### src/rtl/multicycle_ctrl.sv
// Multicycle control sequencer for the RV32I core: steps each instruction through
// fetch, decode, execute, memory and writeback, with a bus timeout and sticky traps.
module multicycle_ctrl #(
    parameter int unsigned MEM_TIMEOUT = 255
) (
    input  logic       clk,
    input  logic       rst_n,
    input  logic       stall_i,
    input  logic       mem_ready_i,
    input  logic [6:0] opcode_i,
    input  logic [2:0] decode_type_i,
    input  logic       branch_taken_i,
    output logic       mem_req_o,
    output logic       mem_we_o,
    output logic       mem_is_fetch_o,
    output logic       ir_write_o,
    output logic       pc_write_o,
    output logic [1:0] pc_sel_o,
    output logic       reg_write_o,
    output logic [1:0] wb_sel_o,
    output logic       retire_o,
    output logic       illegal_o,
    output logic       bus_err_o,
    output logic       halt_o,
    output logic [2:0] state_o
);

    // Instruction class codes produced by TYPE_DECODER.
    localparam logic [2:0] T_NOP    = 3'd0;
    localparam logic [2:0] T_RTYPE  = 3'd1;
    localparam logic [2:0] T_ITYPE  = 3'd2;
    localparam logic [2:0] T_STYPE  = 3'd3;
    localparam logic [2:0] T_BTYPE  = 3'd4;
    localparam logic [2:0] T_UTYPE  = 3'd5;
    localparam logic [2:0] T_JTYPE  = 3'd6;
    localparam logic [2:0] T_SYSTEM = 3'd7;

    localparam logic [6:0] OP_LOAD = 7'b0000011;
    localparam logic [6:0] OP_JALR = 7'b1100111;

    localparam logic [7:0] TIMEOUT_LAST = 8'(MEM_TIMEOUT - 1);

    typedef enum logic [2:0] {
        S_FETCH  = 3'd0,
        S_DECODE = 3'd1,
        S_EXEC   = 3'd2,
        S_MEM    = 3'd3,
        S_WB     = 3'd4,
        S_TRAP   = 3'd7
    } state_e;

    state_e     state_q, state_d;
    logic [7:0] cnt_q, cnt_d;
    logic       illegal_q, bus_err_q, halt_q;
    logic       set_illegal, set_bus_err, set_halt;

    logic       req_c, we_c, fetch_c, irw_c, pcw_c, regw_c, retire_c;
    logic [1:0] pcsel_c, wbsel_c;

    logic is_load, is_store, is_jalr, is_jtype, legal_op, is_known_type;

    assign is_load  = (decode_type_i == T_ITYPE) && (opcode_i == OP_LOAD);
    assign is_store = (decode_type_i == T_STYPE);
    assign is_jalr  = (opcode_i == OP_JALR);
    assign is_jtype = (decode_type_i == T_JTYPE);
    // Every RV32I encoding has opcode[1:0] = 11; anything else (e.g. all zeros)
    // is treated as outside the instruction-type set.
    assign legal_op = (opcode_i[1:0] == 2'b11);
    assign is_known_type = (decode_type_i == T_RTYPE) || (decode_type_i == T_ITYPE) ||
                           (decode_type_i == T_STYPE) || (decode_type_i == T_BTYPE) ||
                           (decode_type_i == T_UTYPE) || (decode_type_i == T_JTYPE);

    always_ff @(posedge clk or negedge rst_n) begin
        if (!rst_n) begin
            state_q   <= S_FETCH;
            cnt_q     <= 8'd0;
            illegal_q <= 1'b0;
            bus_err_q <= 1'b0;
            halt_q    <= 1'b0;
        end else begin
            state_q   <= state_d;
            cnt_q     <= cnt_d;
            illegal_q <= illegal_q | set_illegal;
            bus_err_q <= bus_err_q | set_bus_err;
            halt_q    <= halt_q | set_halt;
        end
    end

    always_comb begin
        state_d     = state_q;
        cnt_d       = cnt_q;
        set_illegal = 1'b0;
        set_bus_err = 1'b0;
        set_halt    = 1'b0;
        req_c       = 1'b0;
        we_c        = 1'b0;
        fetch_c     = 1'b0;
        irw_c       = 1'b0;
        pcw_c       = 1'b0;
        regw_c      = 1'b0;
        retire_c    = 1'b0;
        pcsel_c     = 2'b00;
        wbsel_c     = 2'b00;

        case (state_q)
            S_FETCH: begin
                req_c   = 1'b1;
                fetch_c = 1'b1;
                if (mem_ready_i) begin
                    irw_c   = 1'b1;
                    state_d = S_DECODE;
                end else if (cnt_q == TIMEOUT_LAST) begin
                    state_d     = S_TRAP;
                    set_bus_err = 1'b1;
                end else begin
                    cnt_d = cnt_q + 8'd1;
                end
            end
            S_DECODE: begin
                if (!stall_i) begin
                    if (decode_type_i == T_NOP) begin
                        pcw_c    = 1'b1;
                        retire_c = 1'b1;
                        state_d  = S_FETCH;
                    end else if (decode_type_i == T_SYSTEM) begin
                        state_d  = S_TRAP;
                        set_halt = 1'b1;
                    end else if (!legal_op || !is_known_type) begin
                        state_d     = S_TRAP;
                        set_illegal = 1'b1;
                    end else begin
                        state_d = S_EXEC;
                    end
                end
            end
            S_EXEC: begin
                if (!stall_i) begin
                    if (decode_type_i == T_BTYPE) begin
                        pcw_c    = 1'b1;
                        pcsel_c  = branch_taken_i ? 2'b01 : 2'b00;
                        retire_c = 1'b1;
                        state_d  = S_FETCH;
                    end else if (is_store || is_load) begin
                        state_d = S_MEM;
                    end else begin
                        state_d = S_WB;
                    end
                end
            end
            S_MEM: begin
                req_c = 1'b1;
                we_c  = is_store;
                if (mem_ready_i) begin
                    if (is_store) begin
                        pcw_c    = 1'b1;
                        retire_c = 1'b1;
                        state_d  = S_FETCH;
                    end else begin
                        state_d = S_WB;
                    end
                end else if (cnt_q == TIMEOUT_LAST) begin
                    state_d     = S_TRAP;
                    set_bus_err = 1'b1;
                end else begin
                    cnt_d = cnt_q + 8'd1;
                end
            end
            S_WB: begin
                if (!stall_i) begin
                    regw_c   = 1'b1;
                    pcw_c    = 1'b1;
                    retire_c = 1'b1;
                    state_d  = S_FETCH;
                    if (is_load) begin
                        wbsel_c = 2'b01;
                    end else if (is_jtype || is_jalr) begin
                        wbsel_c = 2'b10;
                    end
                    if (is_jtype) begin
                        pcsel_c = 2'b01;
                    end else if (is_jalr) begin
                        pcsel_c = 2'b10;
                    end
                end
            end
            S_TRAP: begin
                state_d = S_TRAP;
            end
            default: begin
                state_d     = S_TRAP;
                set_illegal = 1'b1;
            end
        endcase

        // Every entry to FETCH or MEM is a state change, so this restarts the timeout.
        if (state_d != state_q) begin
            cnt_d = 8'd0;
        end
    end

    // Strobes are gated by the reset pin so they drop the instant reset is asserted.
    assign mem_req_o      = req_c & rst_n;
    assign mem_we_o       = we_c & rst_n;
    assign mem_is_fetch_o = fetch_c & rst_n;
    assign ir_write_o     = irw_c & rst_n;
    assign pc_write_o     = pcw_c & rst_n;
    assign reg_write_o    = regw_c & rst_n;
    assign retire_o       = retire_c & rst_n;
    assign pc_sel_o       = pcsel_c & {2{rst_n}};
    assign wb_sel_o       = wbsel_c & {2{rst_n}};
    assign illegal_o      = illegal_q;
    assign bus_err_o      = bus_err_q;
    assign halt_o         = halt_q;
    assign state_o        = state_q;

endmodule

### config.mk
export PLATFORM = sky130hd
export DESIGN_NAME = multicycle_ctrl
export DESIGN_NICKNAME = d
export VERILOG_FILES = /design/src/rtl/multicycle_ctrl.sv
export SDC_FILE = /design/constraint.sdc
export NUM_CORES = 1
export LEC_CHECK = 0
export CAP_MARGIN = 20
export CORE_ASPECT_RATIO = 2
export CORE_MARGIN = 10
export CORE_UTILIZATION = 30
export CTS_BUF_LIST = sky130_fd_sc_hd__clkbuf_16
export DETAILED_ROUTE_END_ITERATION = 10
export DONT_BUFFER_PORTS = 1
export PLACE_DENSITY = 0.43
export SLEW_MARGIN = 20
export SYNTH_ARGS = -nofsm -noshare
export SYNTH_HDL_FRONTEND = slang
export SYNTH_SLANG_ARGS = --single-unit
### constraint.sdc
create_clock -name clk -period 1.96 [get_ports clk]
set_clock_uncertainty 0.05 [all_clocks]
set_input_delay 0.294 -clock clk [delete_from_list [all_inputs] [get_ports clk]]
set_output_delay 0.294 -clock clk [all_outputs]
set_load 0.02 [all_outputs]
## Word level (Yosys, flattened, before mapping)

Cells that the tools add are included.
W data, S select, Z words.

- Add/subtract/negate cells: 1
- Equal/unequal tests: 19
- Muxes and demuxes: 54
- Bitwise logic cells: 11
- Reductions and logical operators: 17

Operators by type and width:

| kind | number |
|---|---|
| $mux W3 | 12 |
| $mux W8 | 4 |
| $mux W1 | 27 |
| $eq A3 B3 Y1 const B | 6 |
| $pmux W3 S5 | 1 |
| $mux W2 | 7 |
| $eq A3 B2 Y1 const B | 4 |
| $add A8 B1 Y8 const B | 1 |
| $eq A8 B8 Y1 const B | 1 |
| $logic_or A1 B1 Y1 | 8 |
| $eq A7 B2 Y1 const B | 1 |
| $eq A7 B7 Y1 const B | 1 |
| $and A1 B1 Y1 | 6 |
| $eq A3 B1 Y1 const B | 2 |
| $logic_not A3 Y1 | 2 |
| $reduce_or A5 Y1 | 1 |
| $and A2 B2 Y2 | 2 |
| $ne A2 B1 Y1 const B | 2 |
| $pmux W1 S4 | 1 |
| $pmux W2 S2 | 1 |
| $ne A3 B3 Y1 | 1 |
| $or A1 B1 Y1 | 3 |
| $reduce_and A3 Y1 | 1 |
| $eq A2 B2 Y1 const B | 1 |
| 5 further kinds | 6 |

- Bits in registers: 14
- Input port bits: 15
- Output and inout bits: 17
- Word-level logic and storage cells: 107

## Logic depth before layout (Yosys ltp)

- Depth after elaboration: 16
- Gate-level depth with buffers: 7
- Mapped depth without buffers: 7

## Worst setup path before layout

No wires, ideal clock.

- Path type: flip-flop to output port
- From: register state_q[1], in the netlist state_o[1]
- To: output pc_sel_o[1]
- Arrival time: 1958 ps
- Required time: 1616 ps
- Path slack: -342 ps
- Cell stages (with the launch flop): 6
- Path buffers: 2
- Cell sequence: dfrtp_1 > buf_2 > buf_2 > nor4b_1 > nand2_1 > nor3b_1

- Cells in the longest elaborated chain, start to end: 3
- Elaborated cells on any way between the ends: 4
- Classes of those cells: eq/ne: 2; mux: 1; bitwise: 1

RTL lines:

| what | line | text |
|---|---|---|
| from (decl) | 52 | `state_e state_q, state_d;` |
| from (signal assigned) | 81 | `state_q <= state_d;` |
| $eq A3 B3 Y1 / $eq A3 B2 Y1 (equally long branches) | 105 | `case (state_q)` |
| $pmux W2 S2 (*) | 105 |  |
| $and A2 B2 Y2 (*) | 209 | `assign pc_sel_o = pcsel_c & {2{rst_n}};` |
| to (decl) | 18 | `output logic [1:0] pc_sel_o,` |

Every way passes the cells marked *; elsewhere a longest branch is shown, timed or not.

## Final worst setup path

- From: register state_q[0], in the netlist state_o[0]
- To: output retire_o

- Cells in the longest elaborated chain, start to end: 3
- Elaborated cells on any way between the ends: 6
- Classes of those cells: eq/ne: 4; mux: 1; bitwise: 1

RTL lines:

| what | line | text |
|---|---|---|
| $eq A3 B3 Y1, or another cell as far along | n/a |  |
| $pmux W1 S4 (*) | n/a |  |
| $and A1 B1 Y1 (*) | n/a |  |
| to (decl) | 21 | `output logic retire_o,` |

Marks and branches as above.

==> results.yml <==
outcome:
  status: "finished, violations left"
  failed_checks: "negative setup slack"
synth:
  yosysSeqAreaShare: 0.276
  synth_compound_area_frac: 0.232
  synth_mux_area_frac: 0.0187
  synth_cell_type_count: 56
  yosys_warnings: 0
  yosys.area_share.simple: 0.332
  synth_top_family_by_area: "simple AND/OR/NAND/NOR gates"
  synth_xor_area_frac: 0.0611
  synthAdderAreaFrac: 0.0197
  syn_nets: 159
  syn_inst: 142
  ys_seq_elements: 14
  async_flop_share: 1.00
  syn_area_per_cell_um2: 8.94
  synth_edf_count: 0
  synth_area_um2: 1270
  yosys_most_used_dff: "dfrtp_1"
pwr:
  comb_power_share: 0.516
  clockPowerShare: 0.241
  peakVddDrop_mv: 0.552
  seqPwrFrac: 0.243
  p_sw_mw: 0.677
  sw_frac_of_total: 0.411
  p_int_mw: 0.969
  leakage_nw: 0.623
  pwr_density_cell_nw_per_um2: 961
global_routing:
  grt_pass1_wl_um: 7000
  overflow: 0
  grt_pass1_vias: 1358
  grt_max_degree: 15
  grt_antenna_before_repair: 0
  grt_usage: 0.120
route:
  vias: 1243
  first_iter_violations: 35
  ant_nets: 0
  routedWlPerCell_um: 20.9
  drc_errors: 0
  finalWirelength_um: 4430
  via_per_inst: 5.86
  drt-pass1-iter-count: 5
worst_setup_path:
  end_kind: "primary output"
  cp_max_fo: 6
  path_buf_inv: 2
  cp_cell_sequence: "buf_6, nor4b_4, buf_4, a41o_1, o21a_4"
  crit_type: "reg2out"
  cp.required_ns: 1.62
  crit_arrival_ns: 1.66
  slowest_stage: "dfrtp_2"
  cpPeakStageDelay_ns: 0.45
  crit_family: "flip-flops"
  start_kind: "register"
timing:
  setup-violations-final: 3
  finalCritPeriodShare: 1.02
  worst_slack_ns: -0.0402
  hold_viol: 0
  max_freq_mhz: 500
  worst-slew-pin-transition_ns: 0.692
  slew_headroom: 0.537
  period_needed_ns: 2.00
  holdWs_ns: 0.163
  slew_viol_final: 0
  rsz0062_at_grt: "true"
final_layout:
  drive_gt1_frac: 0.413
  layout.nets: 178
  fin_cells: 212
  antenna_cells: 0
  area_growth_pct: 34.8
  final_area_um2: 1710
die:
  pin_count: 32
  num_rows: 33
  die_w_um: 66.0
  coreArea_um2: 4090
  initial_core_util: 0.311
  die-area_um2: 7390
  die_h_um: 112
clock_network:
  clk_pin_slew_ns: 0.05
  cts_max_path_buffers: 2
  cts-htree-levels: 1
  cts_tree: "done"
  root_buffer: "clkbuf_16"
  clkLatencyLatePin_ns: 0.25
  cts_sinks: 14
  numCtsBuffers: 3
placed_design:
  numPortBuffers: 0
  globalplace.congestion: 0.803
  dp.cells: 199
  post-dp-hpwl_um: 3390
  dpl_worst_slack_ns: -0.0769
  placed_cell_area_um2: 1410
hold_path:
  hp-class: "in2reg"
job:
  maxCapViolCount: 0
-- flip-flops by register name, summed over array words and instances (netlist names) --
name / count
cnt_q: 8
state_o: 3
bus_err_o: 1
halt_o: 1
illegal_o: 1
-- final cells by class --
class | count | area (um2)
repair buffers | 23 | 186
inverters | 5 | 22.5
fillers | 400 | 2380
flip-flops and latches | 14 | 353
clock buffers | 3 | 75.1
multi-input cells | 114 | 1010
clock inverters | 1 | 3.75
well taps | 52 | 65.1
-- metrics by stage --
step           TNS, ns  utilization  power (mW)
2_1_floorplan  -0.0213            -       0.850
3_3_place_gp    -0.148        0.344        1.04
3_5_place_dp    -0.119        0.344        1.04
4_1_cts         -0.108        0.390        1.52
5_1_grt         -0.353        0.419        1.74
6_report       -0.0893        0.419        1.65
-- kinds of logic after synthesis --
group,count (synthesis)
compound gates,35
xor+xnor,8
fa+ha+maj,2
buf+inv,14
flops,14
mux,2
simple gates,67
-- power groups by stage --
stage                     Combinational [mW]  Clock [mW]  Sequential, mW
after floorplan                        0.436           0           0.414
after global placement                 0.640           0           0.397
after detailed placement               0.636           0           0.400
after CTS                              0.717       0.403           0.398
after global routing                   0.916       0.414           0.408
final                                  0.850       0.396           0.400
-- metal layers --
metal / GRT usage / up-vias / part of all wire
li1: - / 578 / -
met1: 0.107 / 605 / 0.33
met2: 0.223 / 45 / 0.57
met3: 0.0349 / 15 / 0.068
met4: 0.0675 / 0 / 0.038
met5: 0 / - / 0
-- worst paths after layout --
kind                                  start          to  slack [ns]  depth (start not counted)
max                              state_o[0]    retire_o       -0.04                          5
min                        decode_type_i[2]      halt_o        0.16                          1
max reg2reg                      state_o[0]    cnt_q[2]        0.06                          7
min reg2reg                          halt_o      halt_o        0.57                          1
max in group asynchronous             rst_n  state_o[1]        0.89                          1
min in group asynchronous             rst_n    cnt_q[5]        0.49                          1
-- synthesized netlist by cell type, drive strengths merged (3+ instances only) --
cell / number / area share
a21oi: 5 / 0.020
a31oi: 3 / 0.015
and2: 3 / 0.015
buf: 8 / 0.043
dfrtp: 14 / 0.28
inv: 5 / 0.015
nand2: 10 / 0.030
nand3: 5 / 0.020
nor2: 9 / 0.029
nor3: 6 / 0.024
nor3b: 4 / 0.033
nor4: 8 / 0.039
nor4b: 3 / 0.033
o211ai: 3 / 0.026
o21ai: 4 / 0.016
xnor2: 8 / 0.061
-- timing repair --
action / CTS / global route
hold buffers: 1 / 0
hold endpoints to repair: 14 / 0
gates resized for setup: 14 / 15
setup buffers: 4 / 4
pin swaps: 5 / 5
endpoints found under the setup margin: 9 / 13
-- layout by cell type, fill, tap and decap left out, types with 2 or more instances in the layout --
master | netlist | layout
nor2_1 | 8 | 7
nor2_2 | 1 | 2
dfrtp_1 | 14 | 12
nor3_2 | 0 | 2
a21oi_2 | 0 | 2
nand2_1 | 10 | 9
nor4b_4 | 1 | 2
and2b_2 | 0 | 2
nor4_2 | 0 | 6
nor3b_4 | 1 | 3
and3b_1 | 2 | 2
o211ai_2 | 2 | 2
o21ai_0 | 4 | 4
inv_1 | 5 | 4
a41o_1 | 2 | 2
nand3_1 | 5 | 5
a31oi_1 | 3 | 2
a211oi_2 | 1 | 2
buf_4 | 1 | 19
or3_1 | 2 | 2
nor3_1 | 6 | 4
nor2b_1 | 2 | 2
clkbuf_16 | 0 | 3
dfrtp_2 | 0 | 2
xnor2_1 | 7 | 7
and2_1 | 3 | 3
and3_1 | 2 | 2
ha_1 | 2 | 2
buf_6 | 2 | 3
and4_1 | 2 | 2
nand4_1 | 2 | 2
o2111ai_1 | 2 | 2
a21oi_1 | 5 | 3
No activity file was read; power rests on OpenSTA's default activity.
